[src/rtl/bpsk_rx_sequencer.sv]
// rtl/bpsk_rx_sequencer.sv - BPSK demodulator controller: phase/dump timing, sync hunt, frame-to-byte assembly
//
// Drives the sine-table phase index and end-of-symbol dump strobe, shifts in symbol
// decisions, hunts for SYNC_WORD, then packs FRAME_BYTES payload bytes (MSB first)
// onto a valid/ready byte port.
//
// Optional feature macro: BPSK_SEQ_POLARITY_EN
//   defined   - the complement of SYNC_WORD also locks, with inverted=1 and payload bits
//               XOR-inverted (resolves the 180-degree BPSK ambiguity); true match wins.
//   undefined - only SYNC_WORD locks; inverted stays 0.
//
// Ports:
//   clock, reset_n          clock (rising edge), asynchronous active-low reset
//   enable                  run sequencer; low parks phase at 0 and returns FSM to IDLE
//   guess, guess_valid      symbol decision and its one-cycle qualifier
//   phase, dump             sine-table index and end-of-symbol strobe
//   out_data, out_valid,    assembled byte, held until out_ready
//   out_ready
//   frame_done              one-cycle pulse with the last byte of a frame
//   locked                  high while in FRAME
//   inverted                frame locked on complemented sync word
//   overflow, clear_ovf     sticky byte-drop flag and its synchronous clear

module bpsk_rx_sequencer #(
    parameter int          WAVELENGTH  = 16,
    parameter int          PHASE_W     = 16,
    parameter logic [7:0]  SYNC_WORD   = 8'hD3,
    parameter int          FRAME_BYTES = 4
) (
    input  logic               clock,
    input  logic               reset_n,
    input  logic               enable,
    input  logic               guess,
    input  logic               guess_valid,
    output logic [PHASE_W-1:0] phase,
    output logic               dump,
    output logic [7:0]         out_data,
    output logic               out_valid,
    input  logic               out_ready,
    output logic               frame_done,
    output logic               locked,
    output logic               inverted,
    output logic               overflow,
    input  logic               clear_ovf
);

    localparam int                 BCW        = (FRAME_BYTES > 1) ? $clog2(FRAME_BYTES) : 1;
    localparam logic [PHASE_W-1:0] PHASE_LAST = PHASE_W'(WAVELENGTH - 1);
    localparam logic [BCW-1:0]     BYTE_LAST  = BCW'(FRAME_BYTES - 1);

    typedef enum logic [1:0] {
        S_IDLE  = 2'd0,
        S_HUNT  = 2'd1,
        S_FRAME = 2'd2
    } state_t;

    state_t             state_q, state_d;
    logic [PHASE_W-1:0] phase_q, phase_d;
    logic [7:0]         sr_q, sr_d;
    logic [7:0]         byte_q, byte_d;
    logic [2:0]         bit_cnt_q, bit_cnt_d;
    logic [BCW-1:0]     byte_cnt_q, byte_cnt_d;
    logic [7:0]         out_data_q, out_data_d;
    logic               out_valid_q, out_valid_d;
    logic               frame_done_q, frame_done_d;
    logic               inverted_q, inverted_d;
    logic               overflow_q, overflow_d;

    logic [7:0]         sr_shift;
    logic [7:0]         new_byte;
    logic               byte_done;
    logic               drop;

    always_ff @(posedge clock or negedge reset_n) begin
        if (!reset_n) begin
            state_q      <= S_IDLE;
            phase_q      <= '0;
            sr_q         <= '0;
            byte_q       <= '0;
            bit_cnt_q    <= '0;
            byte_cnt_q   <= '0;
            out_data_q   <= '0;
            out_valid_q  <= 1'b0;
            frame_done_q <= 1'b0;
            inverted_q   <= 1'b0;
            overflow_q   <= 1'b0;
        end else begin
            state_q      <= state_d;
            phase_q      <= phase_d;
            sr_q         <= sr_d;
            byte_q       <= byte_d;
            bit_cnt_q    <= bit_cnt_d;
            byte_cnt_q   <= byte_cnt_d;
            out_data_q   <= out_data_d;
            out_valid_q  <= out_valid_d;
            frame_done_q <= frame_done_d;
            inverted_q   <= inverted_d;
            overflow_q   <= overflow_d;
        end
    end

    always_comb begin
        state_d      = state_q;
        sr_d         = sr_q;
        byte_d       = byte_q;
        bit_cnt_d    = bit_cnt_q;
        byte_cnt_d   = byte_cnt_q;
        out_data_d   = out_data_q;
        out_valid_d  = out_valid_q;
        frame_done_d = 1'b0;
        inverted_d   = inverted_q;
        overflow_d   = overflow_q;
        byte_done    = 1'b0;
        drop         = 1'b0;
        sr_shift     = {sr_q[6:0], guess};
        new_byte     = {byte_q[6:0], guess ^ inverted_q};

        if (!enable) begin
            phase_d = '0;
        end else if (phase_q == PHASE_LAST) begin
            phase_d = '0;
        end else begin
            phase_d = phase_q + 1'b1;
        end

        case (state_q)
            S_IDLE: begin
                if (enable) begin
                    state_d = S_HUNT;
                end
            end
            S_HUNT: begin
                if (guess_valid) begin
                    sr_d = sr_shift;
                    if (sr_shift == SYNC_WORD) begin
                        state_d    = S_FRAME;
                        inverted_d = 1'b0;
                        bit_cnt_d  = '0;
                        byte_cnt_d = '0;
                        byte_d     = '0;
                    end
`ifdef BPSK_SEQ_POLARITY_EN
                    else if (sr_shift == ~SYNC_WORD) begin
                        state_d    = S_FRAME;
                        inverted_d = 1'b1;
                        bit_cnt_d  = '0;
                        byte_cnt_d = '0;
                        byte_d     = '0;
                    end
`endif
                end
            end
            S_FRAME: begin
                if (guess_valid) begin
                    byte_d = new_byte;
                    if (bit_cnt_q == 3'd7) begin
                        bit_cnt_d = '0;
                        byte_done = 1'b1;
                        if (byte_cnt_q == BYTE_LAST) begin
                            // Frame complete: a dropped last byte still ends the frame.
                            byte_cnt_d   = '0;
                            frame_done_d = 1'b1;
                            sr_d         = '0;
                            byte_d       = '0;
                            state_d      = S_HUNT;
                        end else begin
                            byte_cnt_d = byte_cnt_q + 1'b1;
                        end
                    end else begin
                        bit_cnt_d = bit_cnt_q + 1'b1;
                    end
                end
            end
            default: begin
                state_d = S_IDLE;
            end
        endcase

        // Disable overrides everything: a guess arriving on the exit cycle is lost,
        // but a byte already presented on the output stays until handshaken.
        if (!enable) begin
            state_d      = S_IDLE;
            sr_d         = '0;
            byte_d       = '0;
            bit_cnt_d    = '0;
            byte_cnt_d   = '0;
            frame_done_d = 1'b0;
            byte_done    = 1'b0;
        end

        if (byte_done) begin
            if (!out_valid_q || out_ready) begin
                out_data_d  = new_byte;
                out_valid_d = 1'b1;
            end else begin
                drop = 1'b1;
            end
        end else if (out_valid_q && out_ready) begin
            out_valid_d = 1'b0;
        end

        if (drop) begin
            overflow_d = 1'b1;
        end else if (clear_ovf) begin
            overflow_d = 1'b0;
        end
    end

    assign phase      = enable ? phase_q : '0;
    assign dump       = enable && (phase_q == PHASE_LAST);
    assign out_data   = out_data_q;
    assign out_valid  = out_valid_q;
    assign frame_done = frame_done_q;
    assign locked     = (state_q == S_FRAME);
    assign inverted   = inverted_q;
    assign overflow   = overflow_q;

endmodule

[config.mk]
export PLATFORM = sky130hd
export DESIGN_NAME = bpsk_rx_sequencer
export DESIGN_NICKNAME = d
export VERILOG_FILES = /design/src/rtl/bpsk_rx_sequencer.sv
export SDC_FILE = /design/constraint.sdc
export NUM_CORES = 1
export LEC_CHECK = 0
export CAP_MARGIN = 25
export CORE_UTILIZATION = 25
export CTS_CLUSTER_DIAMETER = 60
export DETAILED_ROUTE_END_ITERATION = 10
export PLACE_DENSITY_LB_ADDON = 0.15
export SYNTH_ARGS = -nofsm -noshare
export SYNTH_HDL_FRONTEND = slang
export SYNTH_SLANG_ARGS = --single-unit
export TNS_END_PERCENT = 50
[constraint.sdc]
create_clock -name clock -period 3.04 [get_ports clock]
set_input_delay 0.608 -clock clock [delete_from_list [all_inputs] [get_ports clock]]
set_output_delay 0.608 -clock clock [all_outputs]
set_load 0.02 [all_outputs]
Yosys cells after proc, flatten, opt, wreduce, memory -nomap -nowiden

Index checks and enable logic that the tools add are counted.

Bits in registers: 48
Input bits: 7
Memories: 0
Memory bits (read-only): 0
Latch bits: 0
Bits in writable memories: 0

Reduce and logical (&&, ||, !) cells: 13
Multiply operators: 0
$lt $le $gt $ge: 0
Bitwise logic cells: 0
Div/mod/pow operators: 0
Muxes and demuxes: 52
Shift-type cells: 0
Eq/ne operators: 13
Add/subtract/negate cells: 3

Operators with widths:

| kind                                                   | number |
|---|---|
| 2-to-1 mux 7 bit                                       | 11 |
| 2-to-1 mux 16 bit                                      | 3 |
| one-hot mux 7 bit (2 select lines)                     | 2 |
| 2-to-1 mux 2 bit                                       | 12 |
| adder 16 x 1 -> 16 bit (second input constant)         | 1 |
| equality test 16 x 4 -> 1 bit (second input constant)  | 1 |
| 2-to-1 mux 1 bit                                       | 16 |
| 2-to-1 mux 3 bit                                       | 5 |
| AND reduction 5 bit                                    | 3 |
| inequality test 3 bit (second input constant)          | 3 |
| equality test 8 bit (second input constant)            | 1 |
| inequality test 3 x 2 -> 1 bit (second input constant) | 2 |
| one-hot mux 2 bit (3 select lines)                     | 1 |
| one-hot mux 3 bit (2 select lines)                     | 1 |
| equality test 2 bit (second input constant)            | 2 |
| one-hot mux 2 bit (2 select lines)                     | 1 |
| AND reduction 2 bit                                    | 2 |
| AND reduction 4 bit                                    | 1 |
| nonzero test 2 bit                                     | 2 |
| adder 3 x 1 -> 3 bit (second input constant)           | 1 |
| equality test 3 bit (second input constant)            | 1 |
| inequality test 3 x 1 -> 1 bit (second input constant) | 1 |
| adder 2 x 1 -> 2 bit (second input constant)           | 1 |
| equality test 2 x 1 -> 1 bit (second input constant)   | 1 |
| 5 further kinds                                        | 6 |

Logic depth before layout (Yosys ltp)

Gate-level depths: netlist (run 1).

Depth in word-level cells: 7
Gate-level depth with buffers: 7
Depth with buffers taken out: 6

Worst setup path before layout (run 1)

Ideal clock, no wire load.

Path type: input to register
From: input port guess_valid
To: register out_data_q[0], in the netlist out_data[0]
Arrival: 1778 ps
Library setup time: 128 ps
Required time: 2912 ps
Setup slack: 1134 ps
Stages: 6
Cell sequence: buf_2 > and3b_1 > clkbuf_1 > and3_1 > nand2_1 > mux2_1

Cells in the longest elaborated chain, start to end: 4

RTL lines:

| what                          | RTL line | RTL |
|---|---|---|
| from (decl)                   | 34       | `input logic guess_valid,` |
| 2-to-1 mux 1 bit              | 154      | `if (guess_valid) begin` |
| 2-to-1 mux 1 bit              | 126      | `case (state_q)` |
| 2-to-1 mux 1 bit              | 181      | `if (!enable) begin` |
| AND reduction 2 bit (no line) | -        |  |
| to (signal assigned)          | 94       | `out_data_q <= out_data_d;` |
| to (decl)                     | 63       | `logic [7:0] out_data_q, out_data_d;` |

Every way passes these cells.
A chain may end at the register's enable or synchronous reset.

Worst setup path after layout (run 1)

From: input port enable
To: output port phase[13]

Cells in the longest elaborated chain, start to end: 1

RTL lines:

| what              | RTL line | RTL |
|---|---|---|
| from (decl)       | 32       | `input logic enable,` |
| 2-to-1 mux 16 bit | 209      | `assign phase = enable ? phase_q : '0;` |
| to (decl)         | 35       | `output logic [PHASE_W-1:0] phase,` |

Every way passes these cells.

==> results of run 1 <==
[registers in the layout, summed over array words and instances, names as in the netlist]
name and cells:
phase_q 16, out_data 8, byte_q 7, sr_q 7, bit_cnt_q 3, byte_cnt_q 2, state_q 2, frame_done 1
out_valid 1, overflow 1
[cells in the mapped netlist (7+ instances only)]
cell	count
inv_1	7
nor4_1	7
clkbuf_1	9
xnor2_1	11
mux2_1	15
and2_1	14
nor2_1	23
nand2_1	11
nand3_1	7
a22o_1	7
dfrtp_1	48
and3_1	11
[how the worst max path moves through the flow]
| stage | start | endpoint | cells after the start |
|---|---|---|---|
| final | enable | phase[13] | 4 |
| after global routing | phase_q[12] | dump | 4 |
| after floorplan | guess_valid | out_data[0] | 6 |
| after detailed placement | enable | phase[1] | 4 |
| after CTS | enable | phase[1] | 4 |
| after global placement | enable | phase[2] | 4 |
[logic make-up (layout without fill, tap and decap cells)]
family,after synthesis,count (layout),synth area share
compound gates,26,26,0.0827
other cells,1,1,0.00163
fa+ha+maj,4,4,0.0218
simple gates,91,91,0.218
xor+xnor,13,13,0.0495
buf+inv,18,55,0.0315
flops,48,48,0.522
mux,15,15,0.0734
[routing by layer]
layer	wire, µm	part of all wire
met4	42	0.0086
met1	2400	0.49
met5	0	0
met3	304	0.062
met2	2120	0.44
[cell usage in the layout, fill, tap and decap left out, types with 2 or more instances in the layout]
| master | netlist | routed |
|---|---|---|
| dfrtp_1 | 48 | 48 |
| clkdlybuf4s50_1 | 0 | 34 |
| nor2_1 | 23 | 23 |
| mux2_1 | 15 | 15 |
| and2_1 | 14 | 14 |
| and3_1 | 11 | 11 |
| nand2_1 | 11 | 11 |
| xnor2_1 | 11 | 11 |
| inv_1 | 7 | 7 |
| nor4_1 | 7 | 7 |
| nand3_1 | 7 | 7 |
| a22o_1 | 7 | 7 |
| a21oi_1 | 6 | 6 |
| nor3_1 | 5 | 5 |
| clkbuf_8 | 0 | 5 |
| buf_4 | 1 | 5 |
| ha_1 | 4 | 4 |
| nand2b_1 | 3 | 3 |
| nand4_1 | 2 | 2 |
| nand4_2 | 2 | 2 |
| xor2_1 | 2 | 2 |
| o21ai_0 | 2 | 2 |
| o21a_1 | 2 | 2 |
| a41o_1 | 2 | 2 |
[power groups by stage]
stage | combinational, mW | sequential [mW] | clock (mW)
finish | 0.0658 | 0.653 | 0.461
global route | 0.0757 | 0.655 | 0.517
CTS | 0.0691 | 0.653 | 0.483
detailed placement | 0.0689 | 0.666 | 0
global placement | 0.0692 | 0.666 | 0
floorplan | 0.0330 | 0.664 | 0
[through the flow]
stage	cell area, µm²	instances
2_1_floorplan	2300	216
3_3_place_gp	2770	353
3_5_place_dp	2770	353
4_1_cts	2880	361
5_1_grt	2880	361
6_report	2880	361
[layout make-up]
type	instances	area, µm²
clock buffers	5	68.8
clock inverters	3	42.5
fillers	898	5920
inverters	7	26.3
multi-input cells	150	1030
flip-flops and latches	48	1200
well taps	108	135
repair buffers	40	383
[critical path, delay by kind of cell]
kind | cells | cell delay (ps)
buf+inv | 3 | 1340
simple gates | 1 | 140
==> results_dict.tcl, run 1 <==
set metrics [dict create \
    critPathSlowestCell "clkdlybuf4s50_1" \
    outcome "finished with violations" \
    vdd_drop_max_mv 0.156 \
    io_pins 37 \
    cts_root_buffer "clkbuf_8" \
    vias_per_cell 4.55 \
    synth_seq_cells 48 \
    p_per_area_nw_per_um2 409 \
    netlist_area_um2 2300 \
    async_flop_share 1.00 \
    fmax_ghz 0.370 \
    hold_buffers 0 \
    criticalPathCategory "in -> out" \
    dr.pass1.iters 7 \
    die_h_um 97.9 \
    final_util 0.328 \
    post-route-period-util 0.890 \
    htreeDepth 2 \
    yosysTopAreaCellShare 0.522 \
    rows 34 \
    clock_latency_ps 300 \
    cp_cell_sequence "clkdlybuf4s50_1 > buf_4 > and2_1 > clkdlybuf4s50_1" \
    ant_nets 0 \
    cts.repair.resized 0 \
    p_leak_nw 1.32 \
    cts_tree "done" \
    busiest_layer "met2" \
    finalWorstSetupSlack_ps 335 \
    final.min_clock_period_ps 2710 \
    drive_above_1_share 0.0711 \
    clkPwrFrac 0.391 \
    met3_usage 0.0336 \
    holdWs_ps 267 \
    cts.sinks 48 \
    start_kind "primary input" \
    reg2reg_depth 4 \
    grt_start_max_net_pins 27 \
    wl_per_cell_um 13.5 \
    synth-seq-area-share 0.522 \
    antenna_found_initial 0 \
    die_w_um 97.9 \
    cp_common_cell "clkdlybuf4s50_1" \
    area_growth_pct 25.3 \
    synth.area.top_cells "dfrtp_1 52%, mux2_1 7.3%, xnor2_1 4.2%" \
    io_buffers 35 \
    comb_power_share 0.056 \
    r2r_end "byte_q[6]" \
    start_util 0.261 \
    hold_viol_final 0 \
    r2r_start "sr_q[4]" \
    syn_inst 216 \
    avgSynthCellArea_um2 10.7 \
    power_mw 1.18 \
    gp_congestion 0.779 \
    cts.path.max_buffers 2 \
    crit_arrival_ps 2100 \
    synth_top_area_cell "dfrtp_1" \
    grt_usage 0.114 \
    diodes 0 \
    violations "DRC" \
    grt_pass1_vias 1753 \
    maxSlewViolCount 0 \
    relSlewSlack 0.644 \
    internal_power_uw 915 \
    tightest_slew_ps 534 \
    required_ps 2430 \
    cts.clk_slew.worst_paths_ps 90 \
    dp_hpwl_um 3480 \
    gr-usage-met2 0.172 \
    synth_warnings 0 \
    synth_cell_types 38 \
    drc 2 \
    post_cts_buffers 0 \
    num-nets-final 263 \
    wl_um 4870 \
    setup_violations 0 \
    fin_skew_ps 4.23 \
    hold_path_class "in -> async" \
    tns_ps 0 \
    met1_usage 0.157 \
    regToRegSetupSlack_ps 1120 \
    syn-num-nets 227 \
    overflow 0 \
    synth_edf_count 0 \
    cp_max_fo 15 \
    core_area_um2 8810 \
    num_vias 1644 \
    drtIter0Drc 35 \
    swShare 0.225 \
    cts_made_buffers 5 \
    preCtsSetupSlack_ps 313 \
    fp.dieArea_um2 9590 \
    max_cap_viol_count 0 \
    rsz0062_at_grt "false" \
    cp_slowest_stage_delay_ps 600 \
    grt_first_pass_wirelength_um 8760 \
    synth_ff_type "dfrtp_1" \
    end_kind "primary output" \
    power.net_switching_uw 265 \
    sequentialPowerShare 0.553 \
]
Power figures use the tool's default switching activity.
==> run 2, diff against run 1 <==
--- a/config.mk
+++ b/config.mk
@@ -9,7 +9,9 @@
 export CORE_UTILIZATION = 25
 export CTS_CLUSTER_DIAMETER = 60
 export DETAILED_ROUTE_END_ITERATION = 10
+export GPL_ROUTABILITY_DRIVEN = 0
 export PLACE_DENSITY_LB_ADDON = 0.15
+export SLEW_MARGIN = 20
 export SYNTH_ARGS = -nofsm -noshare
 export SYNTH_HDL_FRONTEND = slang
 export SYNTH_SLANG_ARGS = --single-unit
==> results of run 2 <==
Final layout, timing and power as in run 1 (identical DEF).
